## config.mk

```make
export PLATFORM = sky130hd
export DESIGN_NAME = vec_mac
export DESIGN_NICKNAME = d
export VERILOG_FILES = /design/src/rtl/vec_mac_pkg.sv /design/src/rtl/vec_mac_lanes.sv /design/src/rtl/vec_mac.sv
export SDC_FILE = /design/constraint.sdc
export NUM_CORES = 1
export LEC_CHECK = 0
export CAP_MARGIN = 10
export CORE_ASPECT_RATIO = 1.2
export CORE_MARGIN = 5
export CORE_UTILIZATION = 60
export DETAILED_ROUTE_END_ITERATION = 16
export GPL_TIMING_DRIVEN = 0
export HOLD_SLACK_MARGIN = 0.02
export PLACE_DENSITY = 0.83
export REMOVE_ABC_BUFFERS = 1
export SETUP_SLACK_MARGIN = 0.3
export SLEW_MARGIN = 10
export SYNTH_ARGS = -nofsm -noshare
export SYNTH_HDL_FRONTEND = slang
export SYNTH_SLANG_ARGS = --single-unit
```

## constraint.sdc

```tcl
create_clock -name clk -period 8.1 [get_ports clk]
set_input_delay 1.62 -clock clk [delete_from_list [all_inputs] [get_ports clk]]
set_output_delay 1.62 -clock clk [all_outputs]
set_load 0.01 [all_outputs]
```

## src/rtl/vec_mac_pkg.sv

```systemverilog
// vec_mac_pkg
// Shared definitions for the vector multiply-accumulate block and its bench.
//   DEF_*      : default parameter set (lanes, operand, accumulator, counter widths)
//   sat_max()  : largest signed value representable in acc_w bits
//   sat_min()  : smallest signed value representable in acc_w bits
//   lane_lsb() : bit offset of a lane inside a packed operand bus
package vec_mac_pkg;

  localparam int DEF_LANES  = 4;
  localparam int DEF_DATA_W = 8;
  localparam int DEF_ACC_W  = 24;
  localparam int DEF_CNT_W  = 16;

  // The saturation helpers work at a fixed wide width so they can be used
  // for any accumulator width; callers size-cast the result down.
  localparam int HELPER_W = 64;

  function automatic logic signed [HELPER_W-1:0] sat_max(input int acc_w);
    logic signed [HELPER_W-1:0] one;
    one = HELPER_W'(1);
    return (one <<< (acc_w - 1)) - one;
  endfunction

  function automatic logic signed [HELPER_W-1:0] sat_min(input int acc_w);
    logic signed [HELPER_W-1:0] one;
    one = HELPER_W'(1);
    return -(one <<< (acc_w - 1));
  endfunction

  function automatic int lane_lsb(input int lane, input int data_w);
    return lane * data_w;
  endfunction

endpackage

```

## src/rtl/vec_mac_lanes.sv

```systemverilog
// vec_mac_lanes
// Two registered pipeline stages of the vector MAC:
//   S1: per-lane signed products (2*DATA_W each) plus valid/last.
//   S2: signed sum of all lane products (SUM_W wide) plus valid/last.
// Ports:
//   clk, rst        : clock, synchronous active-high reset
//   en              : advance enable; when low every stage holds
//   in_valid/in_last: beat qualifier and end-of-vector flag
//   in_a, in_b      : packed signed operands, lane i at [i*DATA_W +: DATA_W]
//   s2_valid/s2_last: qualifiers of the S2 sum
//   s2_sum          : registered dot product of one beat
module vec_mac_lanes import vec_mac_pkg::*; #(
  parameter int LANES  = DEF_LANES,
  parameter int DATA_W = DEF_DATA_W,
  parameter int SUM_W  = 2 * DATA_W + $clog2(LANES)
) (
  input  logic                    clk,
  input  logic                    rst,
  input  logic                    en,
  input  logic                    in_valid,
  input  logic                    in_last,
  input  logic [LANES*DATA_W-1:0] in_a,
  input  logic [LANES*DATA_W-1:0] in_b,
  output logic                    s2_valid,
  output logic                    s2_last,
  output logic [SUM_W-1:0]        s2_sum
);

  localparam int PROD_W = 2 * DATA_W;

  logic                          s1_valid_q, s1_valid_d;
  logic                          s1_last_q, s1_last_d;
  logic [LANES-1:0][PROD_W-1:0]  prod_q, prod_d;
  logic                          s2_valid_q, s2_valid_d;
  logic                          s2_last_q, s2_last_d;
  logic [SUM_W-1:0]              s2_sum_q, s2_sum_d;
  logic signed [SUM_W-1:0]       tree_sum;

  // S1 next state: operands are widened to the product width first so the
  // multiply is done in a full-precision signed context.
  always_comb begin
    logic signed [PROD_W-1:0] a_ext;
    logic signed [PROD_W-1:0] b_ext;
    a_ext      = '0;
    b_ext      = '0;
    s1_valid_d = s1_valid_q;
    s1_last_d  = s1_last_q;
    prod_d     = prod_q;
    if (en) begin
      s1_valid_d = in_valid;
      s1_last_d  = in_last;
      for (int i = 0; i < LANES; i++) begin
        a_ext     = PROD_W'($signed(in_a[lane_lsb(i, DATA_W) +: DATA_W]));
        b_ext     = PROD_W'($signed(in_b[lane_lsb(i, DATA_W) +: DATA_W]));
        prod_d[i] = a_ext * b_ext;
      end
    end
  end

  // Sign-extended sum of all registered lane products.
  always_comb begin
    tree_sum = '0;
    for (int i = 0; i < LANES; i++) begin
      tree_sum = tree_sum + SUM_W'($signed(prod_q[i]));
    end
  end

  // S2 next state.
  always_comb begin
    s2_valid_d = s2_valid_q;
    s2_last_d  = s2_last_q;
    s2_sum_d   = s2_sum_q;
    if (en) begin
      s2_valid_d = s1_valid_q;
      s2_last_d  = s1_last_q;
      s2_sum_d   = tree_sum;
    end
  end

  // Pipeline registers for S1 and S2.
  always_ff @(posedge clk) begin
    if (rst) begin
      s1_valid_q <= 1'b0;
      s1_last_q  <= 1'b0;
      prod_q     <= '0;
      s2_valid_q <= 1'b0;
      s2_last_q  <= 1'b0;
      s2_sum_q   <= '0;
    end else begin
      s1_valid_q <= s1_valid_d;
      s1_last_q  <= s1_last_d;
      prod_q     <= prod_d;
      s2_valid_q <= s2_valid_d;
      s2_last_q  <= s2_last_d;
      s2_sum_q   <= s2_sum_d;
    end
  end

  assign s2_valid = s2_valid_q;
  assign s2_last  = s2_last_q;
  assign s2_sum   = s2_sum_q;

endmodule

```

## src/rtl/vec_mac.sv

```systemverilog
// vec_mac
// Streams LANES-wide signed vectors in beats and emits one saturated dot
// product per vector, when the beat flagged last reaches the accumulator.
// Ports:
//   clk, rst           : clock, synchronous active-high reset
//   in_valid/in_ready  : input beat handshake (in_ready = !out_valid || out_ready)
//   in_a, in_b         : packed signed operands
//   in_last            : final beat of the current vector
//   out_valid/out_ready: result handshake
//   out_data           : saturated signed dot product
//   out_ovf            : saturation happened somewhere in this vector
//   out_beats          : beats in this vector, saturating
module vec_mac import vec_mac_pkg::*; #(
  parameter int LANES  = DEF_LANES,
  parameter int DATA_W = DEF_DATA_W,
  parameter int ACC_W  = DEF_ACC_W,
  parameter int CNT_W  = DEF_CNT_W
) (
  input  logic                    clk,
  input  logic                    rst,
  input  logic                    in_valid,
  output logic                    in_ready,
  input  logic [LANES*DATA_W-1:0] in_a,
  input  logic [LANES*DATA_W-1:0] in_b,
  input  logic                    in_last,
  output logic                    out_valid,
  input  logic                    out_ready,
  output logic [ACC_W-1:0]        out_data,
  output logic                    out_ovf,
  output logic [CNT_W-1:0]        out_beats
);

  localparam int SUM_W = 2 * DATA_W + $clog2(LANES);
  localparam logic signed [ACC_W:0] SAT_MAX = (ACC_W + 1)'(sat_max(ACC_W));
  localparam logic signed [ACC_W:0] SAT_MIN = (ACC_W + 1)'(sat_min(ACC_W));
  localparam logic [CNT_W-1:0]      CNT_MAX = '1;

  logic             adv;
  logic             s2_valid, s2_last;
  logic [SUM_W-1:0] s2_sum;

  logic [ACC_W-1:0] acc_q, acc_d;
  logic [CNT_W-1:0] cnt_q, cnt_d;
  logic             sticky_q, sticky_d;
  logic             out_valid_q, out_valid_d;
  logic [ACC_W-1:0] out_data_q, out_data_d;
  logic             out_ovf_q, out_ovf_d;
  logic [CNT_W-1:0] out_beats_q, out_beats_d;

  logic signed [ACC_W:0] acc_sum;
  logic [ACC_W-1:0]      acc_clamped;
  logic                  beat_ovf;
  logic [CNT_W-1:0]      cnt_inc;

  // The whole pipeline moves whenever the output register is free or being
  // drained this cycle.
  assign adv      = !out_valid_q || out_ready;
  assign in_ready = adv;

  vec_mac_lanes #(
    .LANES  (LANES),
    .DATA_W (DATA_W),
    .SUM_W  (SUM_W)
  ) u_lanes (
    .clk      (clk),
    .rst      (rst),
    .en       (adv),
    .in_valid (in_valid),
    .in_last  (in_last),
    .in_a     (in_a),
    .in_b     (in_b),
    .s2_valid (s2_valid),
    .s2_last  (s2_last),
    .s2_sum   (s2_sum)
  );

  // S3 arithmetic: the add is one bit wider than the accumulator so an
  // overflow is visible before clamping. ACC_W is at least one bit wider than
  // SUM_W, so this single extra bit is always enough.
  always_comb begin
    acc_sum     = {acc_q[ACC_W-1], acc_q}
                + {{(ACC_W + 1 - SUM_W){s2_sum[SUM_W-1]}}, s2_sum};
    acc_clamped = acc_sum[ACC_W-1:0];
    beat_ovf    = 1'b0;
    if (acc_sum > SAT_MAX) begin
      acc_clamped = SAT_MAX[ACC_W-1:0];
      beat_ovf    = 1'b1;
    end else if (acc_sum < SAT_MIN) begin
      acc_clamped = SAT_MIN[ACC_W-1:0];
      beat_ovf    = 1'b1;
    end
    cnt_inc = (cnt_q == CNT_MAX) ? cnt_q : cnt_q + CNT_W'(1);
  end

  // Accumulator, counter and output register next state. A last beat loads
  // the output and clears the running state on the same edge, so the next
  // vector can start with no gap.
  always_comb begin
    acc_d       = acc_q;
    cnt_d       = cnt_q;
    sticky_d    = sticky_q;
    out_valid_d = out_valid_q;
    out_data_d  = out_data_q;
    out_ovf_d   = out_ovf_q;
    out_beats_d = out_beats_q;
    if (adv) begin
      out_valid_d = 1'b0;
      if (s2_valid) begin
        if (s2_last) begin
          out_valid_d = 1'b1;
          out_data_d  = acc_clamped;
          out_ovf_d   = sticky_q | beat_ovf;
          out_beats_d = cnt_inc;
          acc_d       = '0;
          cnt_d       = '0;
          sticky_d    = 1'b0;
        end else begin
          acc_d    = acc_clamped;
          cnt_d    = cnt_inc;
          sticky_d = sticky_q | beat_ovf;
        end
      end
    end
  end

  always_ff @(posedge clk) begin
    if (rst) begin
      acc_q       <= '0;
      cnt_q       <= '0;
      sticky_q    <= 1'b0;
      out_valid_q <= 1'b0;
      out_data_q  <= '0;
      out_ovf_q   <= 1'b0;
      out_beats_q <= '0;
    end else begin
      acc_q       <= acc_d;
      cnt_q       <= cnt_d;
      sticky_q    <= sticky_d;
      out_valid_q <= out_valid_d;
      out_data_q  <= out_data_d;
      out_ovf_q   <= out_ovf_d;
      out_beats_q <= out_beats_d;
    end
  end

  assign out_valid = out_valid_q;
  assign out_data  = out_data_q;
  assign out_ovf   = out_ovf_q;
  assign out_beats = out_beats_q;

endmodule

```

==> After elaboration in Yosys (flattened, before gate mapping) <==
Index checks and enable logic that the tools add are counted.
{ "classes": {"add_sub_neg": 5, "n_mul": 4, "magnitude_cmp": 2, "n_eq_ne": 1, "n_mux": 10, "bitwise": 1, "reduce_logical": 4} }
{ "op_table": {"columns": ["cell", "n"], "rows": [
  ["24-bit 2-to-1 mux", 3],
  ["8-bit by 8-bit multiplier with 16-bit output", 4],
  ["16-bit 2-to-1 mux", 2],
  ["24-bit by 18-bit adder with 25-bit output", 1],
  ["25-bit by 24-bit > comparator with 1-bit output (second input constant)", 1],
  ["25-bit by 24-bit < comparator with 1-bit output (second input constant)", 1],
  ["17-bit by 16-bit adder with 18-bit output", 1],
  ["18-bit by 16-bit adder with 18-bit output", 1],
  ["16-bit by 16-bit adder with 17-bit output", 1],
  ["16-bit by 1-bit adder with 16-bit output (second input constant)", 1],
  ["16-bit equality test (second input constant)", 1],
  ["1-bit 2-to-1 mux", 5],
  ["3-bit AND reduction", 1],
  ["2-bit AND reduction", 1],
  ["1-bit zero test", 1],
  ["1-bit logical OR", 1],
  ["1-bit OR", 1]
]} }
{ "totals": {"reg_bits": 169, "in_bits": 69, "wordCells": 43} }

==> Depth between registers and ports, before layout <==
{ "depth": {"ltp_word": 6, "mapped_depth": 18, "mapped_depth_nobuf": 18} }

==> Cells and area by module <==
A second synthesis with hierarchy kept.
{ "hier_totals": {"cells_unflattened": 2159, "hier_area_um2": 19169.6} }
{ "by_module_without_submodules": {"columns": ["module", "instances", "cells_each", "area_per_inst_um2", "seq_area_each_um2"], "rows": [
  ["vec_mac_lanes", 1, 1567, 14333.7, 1721.7],
  ["vec_mac", 1, 592, 4835.9, 1661.6]
]} }

==> Worst setup path after synthesis <==
OpenSTA, ideal clock, no wires.
{ "synth_path": {"kind": "input port to flip-flop", "startpoint": "in in_a[23]", "endpoint": "reg u_lanes.prod_q[47] in the netlist's numbering", "arrival_ns": 5.655, "slack_ns": 2.383, "path_stages": 16, "n_path_buf": 0, "path_cell_list": "and2_1 > fa_1 > inv_1 > fa_1 > inv_1 > fa_1 > inv_1 > fa_1 > inv_1 > ha_1 > and2_1 > a31o_2 > a21oi_1 > a211oi_1 > or4_1 > nand3_1"} }
{ "synth_between": {"elab_chain_cells": 1} }
{ "synth_lines": {"columns": ["item", "line_no", "source"], "rows": [
  ["start: declaration", "vec_mac.sv:23", "input logic [LANES*DATA_W-1:0] in_a,"],
  ["8-bit by 8-bit multiplier with 16-bit output", "vec_mac_lanes.sv:55", "prod_d[i] = a_ext * b_ext;"],
  ["end signal: assignment", "vec_mac_lanes.sv:92", "prod_q <= prod_d;"],
  ["end: declaration", "vec_mac_lanes.sv:33", "logic [LANES-1:0][PROD_W-1:0] prod_q, prod_d;"]
]} }
Every way passes these cells.
A chain may end at the register's enable or synchronous reset.

==> Final worst setup path <==
{ "layout_path": {"startpoint": "in in_b[8]", "endpoint": "reg u_lanes.prod_q[30] in the netlist's numbering"} }
{ "layout_between": {"elab_chain_cells": 1} }
{ "layout_lines": {"columns": ["item", "line_no", "source"], "rows": [
  ["start: declaration", "vec_mac.sv:24", "input logic [LANES*DATA_W-1:0] in_b,"],
  ["8-bit by 8-bit multiplier with 16-bit output", "vec_mac_lanes.sv:55", null]
]} }
Every way passes these cells.

==> metrics <==
final core occ=66.7%; I/O Buffers=111; total track usage=25.2%; CTS resizes=0; Reg clk slew, reported paths=0.07 ns; Critical Path Source Type=input port; routed len/inst=16.2 µm; WP data arrival=6.62 ns; R2R Setup Slk=3.70 ns; synthesized area per cell=8.70 µm²; Sequential cell area=3380 µm²; critical path buffer and inverter count=5; PnR Total Power=6750 µW; num ports=112; Mapped Area=18700 µm²; Worst setup EP type=flop; combinational power share=70.6%; worst hold path depth=2; final hold violations=0; Sequential Power Share=17.5%; post-layout minimum cycle time=6.25 ns; Seq cells post-synth=169; Hold EP=out_data[10]; R2R depth=8; die area=34900 µm²; Layout area overhead=10.7%; total congestion overflow=0; Worst Hold Class=flop to flop; FF-to-FF End=acc_q[7]; # DRC=0; first-pass GRT wire length=73400 µm; DRT Pass-1 Iters=5; CP delay by family, top=adder cells; # hold bufs at CTS=0; relative slew slack=21.9%; initial antenna violation count=0; Detail Placement HPWL=34100 µm; Most Crowded Layer GR=met2; NetSw=3160 µW; critical path's slowest cell=clkdlybuf4s50_1; Post-synth EDFFs=0; share of flip-flops with an asynchronous set or reset=0%; pin slew with the least headroom to its limit=1.17 ns; Worst path depth=18; Mapped Cells=2153; post-synth top area share=27.1%; CP Class=input port to flop; vias per cell=5.73; Largest stage delay, worst path=0.66 ns; Starting Density=60.3%; switching share of power=46.8%; Die Width=171 µm; Distinct cells, synth=84; crit-path cells=clkdlybuf4s50_1 > and2_1 > inv_1 > fa_1 > fa_1 > inv_1 > fa_1 > inv_1 > fa_1 > inv_1 > ha_1 > o21ai_0 > a21oi_1 > o21ai_0 > a21boi_0 > o2111ai_1 > a2111o_1 > nand3_1; Ys Warns=0; Setup violations, final=0; number of global-route vias before repair=15800; setup bufs post-CTS=0; critical path peak fanout=8; sequential share of the synthesized area=18.1%; routability cong.=0.901; Die Ht=204 µm; reg2reg start=out_valid; Worst Path Required=8.47 ns; PD cells=326 nW/µm²; Hold WS=0.456 ns; period utilisation layout=77.2%; diode count=0; worst clock skew=0.0105 ns; max cap viols=0; post-route ant nets=0; Hold Startpoint=out_data[10]; CTS max path bufs=2; Peak VDD IR=0.000222 V; final wirelength=42600 µm; Slew Limit Fails=0; layout net count=2706; status=completed; CTS tree=yes; Core ar.=31100 µm²; Clk pwr share=11.9%; Area contributors post-synth=fa_1 (27%), dfxtp_1 (18%), ha_1 (11%); Num CTS Buffers=17; dominant synthesized flop cell=dfxtp_1; Iter 0 DRT Violations=952; pin count of the biggest net entering global routing=89; M2 GR Usage=47.2%; clk sinks=169; leakage=0.00955 µW; met1 Usage GRT=29.9%; Internal Power=3590 µW; cell accounting for the most synthesized area=fa_1; fmax=0.160 GHz; met3 Use GR=2.85%; vias=15100; RSZ-0062 raised after global routing=no; area of the multi-input gates=13900 µm²; H-tree Lvls=4; Root Buffer=clkbuf_16; PnR worst setup slack=1.85 ns; clock latency on the worst-skew pair=0.44 ns; Rows=71; Fill cells=2515; share of cells above drive strength 1=3.31%; pre-CTS WS=1.47 ns
==> synth_stat cells (8+ instances only) <==
master and number:
ha_1 158, or3_1 11, buf_1 8, o21a_1 14, nor4b_1 10, nand2b_1 10
dfxtp_1 169, nand2_1 253, xor2_1 20, inv_1 311, and2_1 146, a211oi_1 15
nor2b_1 16, a21boi_0 8, and3_1 20, o211ai_1 10, nand3_1 39, o21ai_1 8
clkbuf_1 43, xnor2_1 68, fa_1 254, a21oi_1 166, o21ai_0 96, a31oi_1 13
a21o_1 18, nor3_1 36, nor2_1 103
==> per-layer routing <==
metal | part of all wire (%) | up-vias
met5 | 0 | -
met3 | 4.0 | 99
met4 | 2.9 | 0
met2 | 54 | 407
li1 | - | 7167
met1 | 39 | 7434
==> registers in the layout, indices dropped and copies added, names as in the netlist <==
name and flops:
out_valid 1, out_data 24, u_lanes.s2_valid 1, u_lanes.s1_last_q 1
acc_q 24, u_lanes.s1_valid_q 1, u_lanes.s2_sum 18, u_lanes.prod_q 64
out_beats 16, cnt_q 16, sticky_q 1, u_lanes.s2_last 1
out_ovf 1
==> worst reg2reg max path, stage by stage, from the launching register on <==
cell,delay (ns)
dfxtp_1,0.33
nor2b_4,0.16
buf_12,0.20
clkinv_2,0.84
and3_2,0.92
nor2_1,0.85
nand2_1,0.50
a21oi_1,0.37
a22o_1,0.18
==> stage by stage <==
stage / area [µm²] / TNS [ns] / cells
floorplan: 18400 / -63.62 / 2090
global placement: 20000 / -637.55 / 2602
detailed placement: 20200 / 0 / 2607
CTS: 20700 / 0 / 2638
global route: 20700 / 0 / 2638
finish: 20700 / 0 / 2638
==> power by group through the flow <==
stage	clock network, µW	logic [µW]	registers, µW
2_1_floorplan	0	3700	1130
3_3_place_gp	0	4510	1190
3_5_place_dp	0	4690	1200
4_1_cts	807	4770	1180
5_1_grt	842	5440	1200
6_report	803	4770	1180
==> area by class of cell <==
type / instances / share of cell area [%]
Multi-Input combinational cell: 1609 / 67.0
Sequential cell: 169 / 16.3
Timing Repair Buffer: 116 / 5.90
Inverter: 312 / 5.65
Tap cell: 401 / 2.42
Clock buffer: 22 / 2.33
Clock inverter: 9 / 0.428
==> kinds of logic (layout without fill, tap and decap cells) <==
logic type,count (synthesis),count (layout),share of synthesized area (%)
AND/OR/NAND/NOR,677,677,17.7
adder cells (fa/ha/maj),420,420,38.1
AO/OA/AOI/OAI,415,415,13.6
buffers and inverters,375,459,7.88
flip-flops,169,169,18.1
XOR/XNOR,90,90,4.29
multiplexers,7,7,0.381
==> how the worst max path moves through the flow <==
stage                    from  slack, ns            endpoint
floorplan           out_ready      -1.38            acc_q[7]
global placement    out_ready      -6.01            acc_q[7]
detailed placement   in_b[18]       1.47  u_lanes.prod_q[47]
CTS                   in_b[8]       1.87  u_lanes.prod_q[30]
global route         in_b[18]       1.58  u_lanes.prod_q[47]
finish                in_b[8]       1.85  u_lanes.prod_q[30]
==> layout by cell type (no fill, tap or decap), types with 11 or more instances in the layout <==
cell	count
a211oi_1	15
a21o_1	18
a21oi_1	166
a31oi_1	13
and2_1	146
and3_1	19
clkbuf_16	17
clkdlybuf4s50_1	110
dfxtp_1	169
fa_1	254
ha_1	158
inv_1	310
nand2_1	253
nand3_1	39
nor2_1	102
nor2b_1	15
nor3_1	36
o21a_1	14
o21ai_0	96
or3_1	11
xnor2_1	68
xor2_1	20
Note: power is estimated with default switching activity, not from simulation.
